==> src/rtl/wfg_stim_mem_core.sv <==
// Stimulus memory sample sequencer: walks START..END by INC, reads one SRAM
// word per step and presents it on an AXI-Stream style output.
module wfg_stim_mem_core #(
  parameter int unsigned DATA_W = 32
) (
  input  logic              clk,
  input  logic              rst_n,
  input  logic              ctrl_en_i,
  input  logic [15:0]       start_val_i,
  input  logic [15:0]       end_val_i,
  input  logic [7:0]        inc_val_i,
  output logic              mem_cs_o,
  output logic [15:0]       mem_addr_o,
  input  logic [DATA_W-1:0] mem_rdata_i,
  input  logic              wfg_axis_tready_i,
  output logic              wfg_axis_tvalid_o,
  output logic [DATA_W-1:0] wfg_axis_tdata_o,
  output logic              wrap_o
);

  localparam int unsigned ADDR_W = 16;
  localparam int unsigned SUM_W  = ADDR_W + 1;

  typedef enum logic [1:0] {
    IDLE  = 2'd0,
    READ  = 2'd1,
    CAPT  = 2'd2,
    VALID = 2'd3
  } state_t;

  state_t              state_q, state_d;
  logic [ADDR_W-1:0]   addr_q, addr_d;
  logic [DATA_W-1:0]   tdata_q, tdata_d;
  logic                tvalid_q, tvalid_d;

  logic [SUM_W-1:0]    sum;
  logic                wrap_c;
  logic [ADDR_W-1:0]   next_addr;
  logic                handshake;

  // Next address; the 17-bit sum catches overshoot past 0xFFFF as a wrap.
  always_comb begin
    sum       = {1'b0, addr_q} + SUM_W'(inc_val_i);
    wrap_c    = (sum > {1'b0, end_val_i});
    next_addr = wrap_c ? start_val_i : sum[ADDR_W-1:0];
    handshake = (state_q == VALID) && tvalid_q && wfg_axis_tready_i;
  end

  always_comb begin
    state_d  = state_q;
    addr_d   = addr_q;
    tdata_d  = tdata_q;
    tvalid_d = tvalid_q;

    // Disable wins over everything, including a same-cycle handshake.
    if (!ctrl_en_i) begin
      state_d  = IDLE;
      tvalid_d = 1'b0;
    end else begin
      unique case (state_q)
        IDLE: begin
          addr_d  = start_val_i;
          state_d = READ;
        end
        READ: begin
          state_d = CAPT;
        end
        CAPT: begin
          tdata_d  = mem_rdata_i;
          tvalid_d = 1'b1;
          state_d  = VALID;
        end
        VALID: begin
          if (handshake) begin
            tvalid_d = 1'b0;
            addr_d   = next_addr;
            state_d  = READ;
          end
        end
        default: state_d = IDLE;
      endcase
    end
  end

  always_ff @(posedge clk or negedge rst_n) begin
    if (!rst_n) begin
      state_q  <= IDLE;
      addr_q   <= '0;
      tdata_q  <= '0;
      tvalid_q <= 1'b0;
    end else begin
      state_q  <= state_d;
      addr_q   <= addr_d;
      tdata_q  <= tdata_d;
      tvalid_q <= tvalid_d;
    end
  end

  assign mem_cs_o          = (state_q == READ);
  assign mem_addr_o        = mem_cs_o ? addr_q : '0;
  assign wrap_o            = handshake && ctrl_en_i && wrap_c;
  assign wfg_axis_tvalid_o = tvalid_q;
  assign wfg_axis_tdata_o  = tdata_q;

endmodule

==> config.mk <==
export PLATFORM = sky130hd
export DESIGN_NAME = wfg_stim_mem_core
export DESIGN_NICKNAME = d
export VERILOG_FILES = /design/src/rtl/wfg_stim_mem_core.sv
export SDC_FILE = /design/constraint.sdc
export NUM_CORES = 1
export LEC_CHECK = 0
export ABC_AREA = 1
export BUFFER_PORTS_ARGS = -buffer_cell sky130_fd_sc_hd__buf_2
export CORE_MARGIN = 2
export CORE_UTILIZATION = 54
export DETAILED_ROUTE_END_ITERATION = 16
export PLACE_DENSITY = 0.86
export SLEW_MARGIN = 20
export SYNTH_ARGS = -nofsm -noshare
export SYNTH_HDL_FRONTEND = slang
export SYNTH_SLANG_ARGS = --single-unit
==> constraint.sdc <==
create_clock -name clk -period 5 [get_ports clk]
set_input_delay 0.25 -clock clk [delete_from_list [all_inputs] [get_ports clk]]
set_output_delay 0.25 -clock clk [all_outputs]
set_load 0.05 [all_outputs]
==> impl_results.md, run 1 <==
- Yosys cell types: 36
- H-tree depth: 2
- HP Class: primary input to asynchronous set/reset pin
- Commonest non-fill, non-tap cell in the layout: buf_2
- PortBufs: 126
- Synth Register Bits: 51
- RSZ-0062 raised after global routing: no
- Die Width: 85.2 um
- CTS root buffer: clkbuf_8
- Final WL: 8400 um
- Avg Cell Area, Syn: 8.43 um^2
- Part of the Yosys area used for sequential elements: 35.9%
- Share of cells above drive strength 1: 37.8%
- Final Setup Violations: 0
- Area after DPL: 4200 um^2
- Drt wl/cell: 13.5 um
- Reg2reg path depth: 18
- CTS Buffer Depth: 2
- Die Ht: 85.2 um
- Least-Margin Pin Slew: 0.858 ns
- Post-synthesis mux area share: 10.1%
- Initial Utilization: 56.0%
- Main combinational cell family by area after synthesis: simple AND/OR/NAND/NOR gates
- Vias: 3,119
- Cell Chain, Critical Path: ha_1, a21oi_1, nand2_1, a21boi_0, o21ai_0, xnor2_1, inv_1, ha_1, nand2_1, nor2_1, nand3b_1, nand3_1, nand2_1, nand2_1, nand2_1, nand2_1, nand2_1, nand2_1, nand2_4, nor2_1, buf_2
- Post-synthesis simple-gate area fraction: 24.8%
- First-pass GRT wire length: 14,000 um
- Critical path fanouts, max: 18
- Post-CTS resize count: 0
- Commonest non-fill, non-tap cells in the layout: buf_2 (126), nand2_1 (93), inv_1 (81), dfrtp_1 (51)
- Max-slew headroom: 42.8%
- Post-synthesis xor/xnor area fraction: 2.95%
- Worst setup EP type: output port
- Syn_nets: 527
- Cell Pwr Density: 700 nW/um^2
- CP max stage delay: 0.42 ns
- Startpoint types: flip-flop
- Critical-path top delay cell: dfrtp_1
- # rows: 29
- Fin util: 67.6%
- Global Route Usage Sum: 23.7%
- Critical path type: flip-flop to output port
- Initial antenna violation count: 0
- Start point of the critical path: addr_q[2]$_DFFE_PN0P_
- CTS Hold Buffers Added: 0
- Setup TNS: 0 ns
- Final Max Tran Viols: 0
- Core box area: 6350 um^2
- Highest Clock Rate: 0.244 GHz
- Status: finished, final reports clean
- Final Instance Area: 4300 um^2
- Crit path required time: 4.75 ns
- Worst path arrival time: 3.84 ns
- Largest net degree at the start of global routing: 52
- VDD IR-drop max: 536 uV
- Cells after synthesis: 422
- Clock Skew: 0.0130 ns
- Post-CTS setup buffer count: 0
- Worst Setup Slack, final: 0.905 ns
- Synth Area in Adders: 10.4%
- Post-synthesis compound-gate area fraction: 4.61%
- Routability cong.: 0.940
- Global route total overflow: 0
- Post-route minimum period: 4.09 ns
- Worst reg2reg setup slack: 1.22 ns
- Final period util: 81.9%
- Clock Sinks: 51
- Most frequent CP cell: nand2_1
- Via/cell ratio: 5.01
- Ports: 127
- Clock buffer count from CTS: 5
- Ys Warns: 0
- Leak: 0.00258 uW
- N_diodes: 0
- Antenna-violating nets left: 0
- Synthesized area: 3560 um^2
- Final hold vios: 0
- Final Net Count: 649
- Clk_lat worst skew: 0.31 ns
- Detailed Place HPWL: 6730 um
- Place WS: 1.31 ns
- Initial DRC count: 185
- Clock slew at reported path FFs: 0.11 ns
- FF-to-FF Start: addr_q[2]$_DFFE_PN0P_
- # DRC: 0
- Die area: 7250 um^2
- Vias in the first global route: 3,097
- TritonCTS clock tree: built
- Reg2Reg Capture Point: addr_q[9]$_DFFE_PN0P_
- Maximum capacitance violations: 0
- DRT Pass-1 Iters: 4
- Area Overhead vs Synth: 20.8%
- Worst setup path end: wrap_o
[Yosys cell counts, drive strengths merged]
library cell	instances	area [um^2]
xnor2	3	26.3
ha	28	350
a21o	2	15.0
nor4	1	6.26
fa	1	20.0
nand3	43	270
a31oi	1	6.26
clkbuf	2	7.51
inv	81	304
nand3b	1	7.51
mux2	32	360
nor3b	1	7.51
dfrtp	51	1280
a21boi	1	7.51
clkdlybuf4s15	1	11.3
dlygate4sd3	1	10.0
buf	8	66.3
nor2	13	48.8
nand4	5	31.3
nor3	1	5.00
nand2	116	505
xor2	9	78.8
o22ai	1	6.26
o21ai	7	50.1
a21oi	12	78.8
[stage by stage]
step / std cells / hold WS [ns] / total power, uW
floorplan: 422 / -0.0456 / 2330
global placement: 614 / 0.391 / 2690
detailed placement: 614 / 0.401 / 2760
CTS: 622 / 0.0671 / 3020
global route: 622 / 0.107 / 3220
finish: 622 / 0.0356 / 3010
[kinds of logic (layout without fill, tap and decap cells)]
logic type                 count (synthesis)  in the layout
DFF                                       51             51
and+or+nand+nor                          181            181
buffers and inverters                     93            216
xor gates and xnor gates                  12             12
AOI/OAI and AO/OA                         24             24
adders and majority gates                 29             29
muxes                                     32             32
[where the power goes]
group	switching [uW]	internal [uW]	total, uW
Clock	149	103	252
Combinational	1390	600	1990
Sequential	153	615	767
Total	1690	1320	3010
[critical path, delay by kind of cell (launching register included)]
family / cells / cell delay, ns
and+or+nand+nor: 13 / 1.18
AOI/OAI and AO/OA: 3 / 0.72
adders and majority gates: 2 / 0.63
DFF: 1 / 0.42
buffers and inverters: 2 / 0.35
xor gates and xnor gates: 1 / 0.24
[layout make-up]
class | instances | area [um^2]
Clock inverter | 3 | 27.5
Tap cell | 77 | 96.3
Multi-Input combinational cell | 278 | 1880
Sequential cell | 51 | 1280
Inverter | 81 | 304
Timing Repair Buffer | 127 | 638
Fill cell | 541 | 2050
Clock buffer | 5 | 68.8
[flip-flops by register name (all words and copies together) (netlist names)]
signal / count
state_q: 2
addr_q: 16
wfg_axis_tdata_o: 32
wfg_axis_tvalid_o: 1
[how the worst min path moves through the flow]
stage | from | end | slack, ns | cells past startpoint
after CTS | rst_n | addr_q[13]$_DFFE_PN0P_ | 0.07 | 2
final | rst_n | addr_q[13]$_DFFE_PN0P_ | 0.04 | 2
after floorplan | rst_n | addr_q[0]$_DFFE_PN0P_ | -0.05 | 0
after global routing | rst_n | addr_q[13]$_DFFE_PN0P_ | 0.11 | 2
after global placement | rst_n | addr_q[13]$_DFFE_PN0P_ | 0.39 | 2
after detailed placement | rst_n | addr_q[13]$_DFFE_PN0P_ | 0.40 | 2
[layer usage]
| layer | up-vias | track usage [%] | share of wire, % |
|---|---|---|---|
| met1 | 1447 | 32.1 | 42 |
| met4 | 0 | 6.49 | 1.9 |
| met2 | 92 | 39.6 | 50 |
| met5 | - | 0 | 0 |
| met3 | 14 | 3.99 | 5.5 |
| li1 | 1566 | - | - |
(Power assumes the default switching activity.)
==> run 2, diff against run 1 <==
CORE_UTILIZATION = 46   (was 54)
PLACE_DENSITY = 0.78   (was 0.86)
clock period = 3.7 ns   (was 5 ns; I/O delays follow)
==> run 2 against run 1 <==
Net effect: worst hold slack improved by 0.062 ns; largest cell class unchanged; global-route usage down 3.1 points; largest power group unchanged; sequential power is 37% higher; clock power grew 37%; combinational power is 52% higher; critical path depth up 1; count of clock-buffer cells in the layout is the same; worst setup slack lost 0.78 ns; routed wire length grew 4.9%; register-to-register slack lost 1.1 ns; highest routed layer unchanged; total power rose by 47%.
==> impl_results.md, run 2 (synthesized netlist as in run 1, its figures left out) <==
- Reg2Reg Capture Point: addr_q[6]$_DFFE_PN0P_
- Final Max Tran Viols: 0
- Maximum capacitance violations: 0
- Commonest non-fill, non-tap cell in the layout: buf_2
- Max-slew headroom: 51.4%
- Start point of the critical path: addr_q[0]$_DFFE_PN0P_
- Via/cell ratio: 4.86
- Post-route minimum period: 3.57 ns
- CTS Buffer Depth: 2
- CTS root buffer: clkbuf_8
- Die area: 8450 um^2
- Commonest non-fill, non-tap cells in the layout: buf_2 (124), nand2_1 (90), inv_1 (79), dfrtp_1 (51)
- Detailed Place HPWL: 6740 um
- Global route total overflow: 0
- TritonCTS clock tree: built
- Global Route Usage Sum: 20.6%
- Worst setup EP type: output port
- VDD IR-drop max: 611 uV
- RSZ-0062 raised after global routing: yes
- Least-Margin Pin Slew: 0.729 ns
- Drt wl/cell: 13.3 um
- Cell Pwr Density: 960 nW/um^2
- Initial DRC count: 146
- Final hold vios: 0
- Worst reg2reg setup slack: 0.15 ns
- Clk_lat worst skew: 0.31 ns
- Startpoint types: flip-flop
- Crit path required time: 3.51 ns
- First-pass GRT wire length: 14,200 um
- Vias in the first global route: 3,178
- Min Hold Slack: 0.0974 ns
- Vias: 3,223
- Clock slew at reported path FFs: 0.10 ns
- Highest Clock Rate: 0.280 GHz
- H-tree depth: 2
- Antenna-violating nets left: 0
- Max reg flops: 32
- N_diodes: 0
- Final WL: 8820 um
- Worst path arrival time: 3.39 ns
- PortBufs: 126
- Final period util: 96.6%
- # rows: 32
- Share of cells above drive strength 1: 43.0%
- HP Class: primary input to flip-flop
- Core box area: 7610 um^2
- Area after DPL: 4240 um^2
- Ports: 127
- Initial antenna violation count: 0
- Die Width: 91.9 um
- Critical path type: flip-flop to output port
- FF-to-FF Start: addr_q[0]$_DFFE_PN0P_
- Largest net degree at the start of global routing: 52
- Clock Sinks: 51
- DRT Pass-1 Iters: 5
- Clock Skew: 0.00660 ns
- Routability cong.: 0.873
- Area Overhead vs Synth: 29.4%
- Initial Utilization: 46.8%
- Final Net Count: 665
- Leak: 0.00267 uW
- Final Setup Violations: 0
- Status: finished, final reports clean
- # DRC: 0
- Die Ht: 91.9 um
- Final Instance Area: 4600 um^2
- Critical path fanouts, max: 5
- Worst setup path end: wrap_o
- Reg2reg path depth: 24
- Clock buffer count from CTS: 5
run 2: changes by cell type in the layout (fill, tap and decap cells not counted), moves of 3 or more:
cell     delta
ha_4        +3
ha_1        -4
buf_4      +16
nand2_1     -3
run 2: area by class of cell:
class	count	area (um^2)
clock buffer	5	68.8
timing repair buffer	143	773
fill	707	3010
sequential	51	1280
multi-input combinational	278	2020
inverter	81	304
clock inverter	3	27.5
tap	102	128
run 2: where the power goes:
group	switching (uW)	total (uW)	internal, uW	leakage [uW]
Combinational	2010	3020	1010	0.00200
Sequential	224	1050	831	0.000620
Clock	204	344	141	0.0000467
Total	2440	4420	1980	0.00267
run 2: per-layer routing:
layer / vias to the layer above / share of wire, % / track usage (%) / wire [um]
met5: - / 0 / 0 / 0
li1: 1595 / - / - / -
met4: 0 / 0.91 / 4.60 / 80
met2: 122 / 49 / 35.2 / 4340
met3: 7 / 7.6 / 4.52 / 670
met1: 1499 / 42 / 26.9 / 3730
run 2: how the worst min path moves through the flow:
stage	start	end	slack [ns]	cells after the start
finish	mem_rdata_i[20]	wfg_axis_tdata_o[20]$_DFFE_PN0P_	0.1	2
global route	mem_rdata_i[1]	wfg_axis_tdata_o[1]$_DFFE_PN0P_	0.08	2
CTS	mem_rdata_i[20]	wfg_axis_tdata_o[20]$_DFFE_PN0P_	0.09	2
detailed placement	mem_rdata_i[20]	wfg_axis_tdata_o[20]$_DFFE_PN0P_	0.42	2
global placement	mem_rdata_i[7]	wfg_axis_tdata_o[7]$_DFFE_PN0P_	0.42	2
floorplan	rst_n	addr_q[0]$_DFFE_PN0P_	-0.11	0
run 2: what timing repair did:
item,CTS,global route
hold buffers,0,1
resized for setup,8,25
buffers inserted,4,9
hold endpoints to repair,0,51
pin swaps,2,17
setup endpoints to repair,1,17
run 2: critical path: stages, from the launching register on:
cell and delay (ns):
dfrtp_1 0.43, ha_4 0.18, fa_2 0.39, nand3_2 0.11, nand2_4 0.07, a21oi_4 0.18, o21ai_4 0.12, xnor2_2 0.25
inv_2 0.08, ha_4 0.28, nand2_4 0.06, nor2_4 0.10, nand3b_1 0.08, nand3_1 0.07, nand2_1 0.05, nand2_1 0.05
nand2_1 0.04, nand2_1 0.05, nand2_1 0.06, nand2_2 0.07, nand2_4 0.07, nor2_4 0.13, buf_8 0.16
run 2: stage by stage:
step	TNS (ns)	worst slack, ns	std cells	power [uW]	util (%)
after CTS	0	0.0344	653	4180	57.8
after global placement	0	0.143	641	3660	55.8
after detailed placement	0	0.0493	641	3750	55.8
after global routing	-0.130	-0.0669	663	4730	60.5
after floorplan	0	0.0413	422	3140	-
final	0	0.125	663	4420	60.5
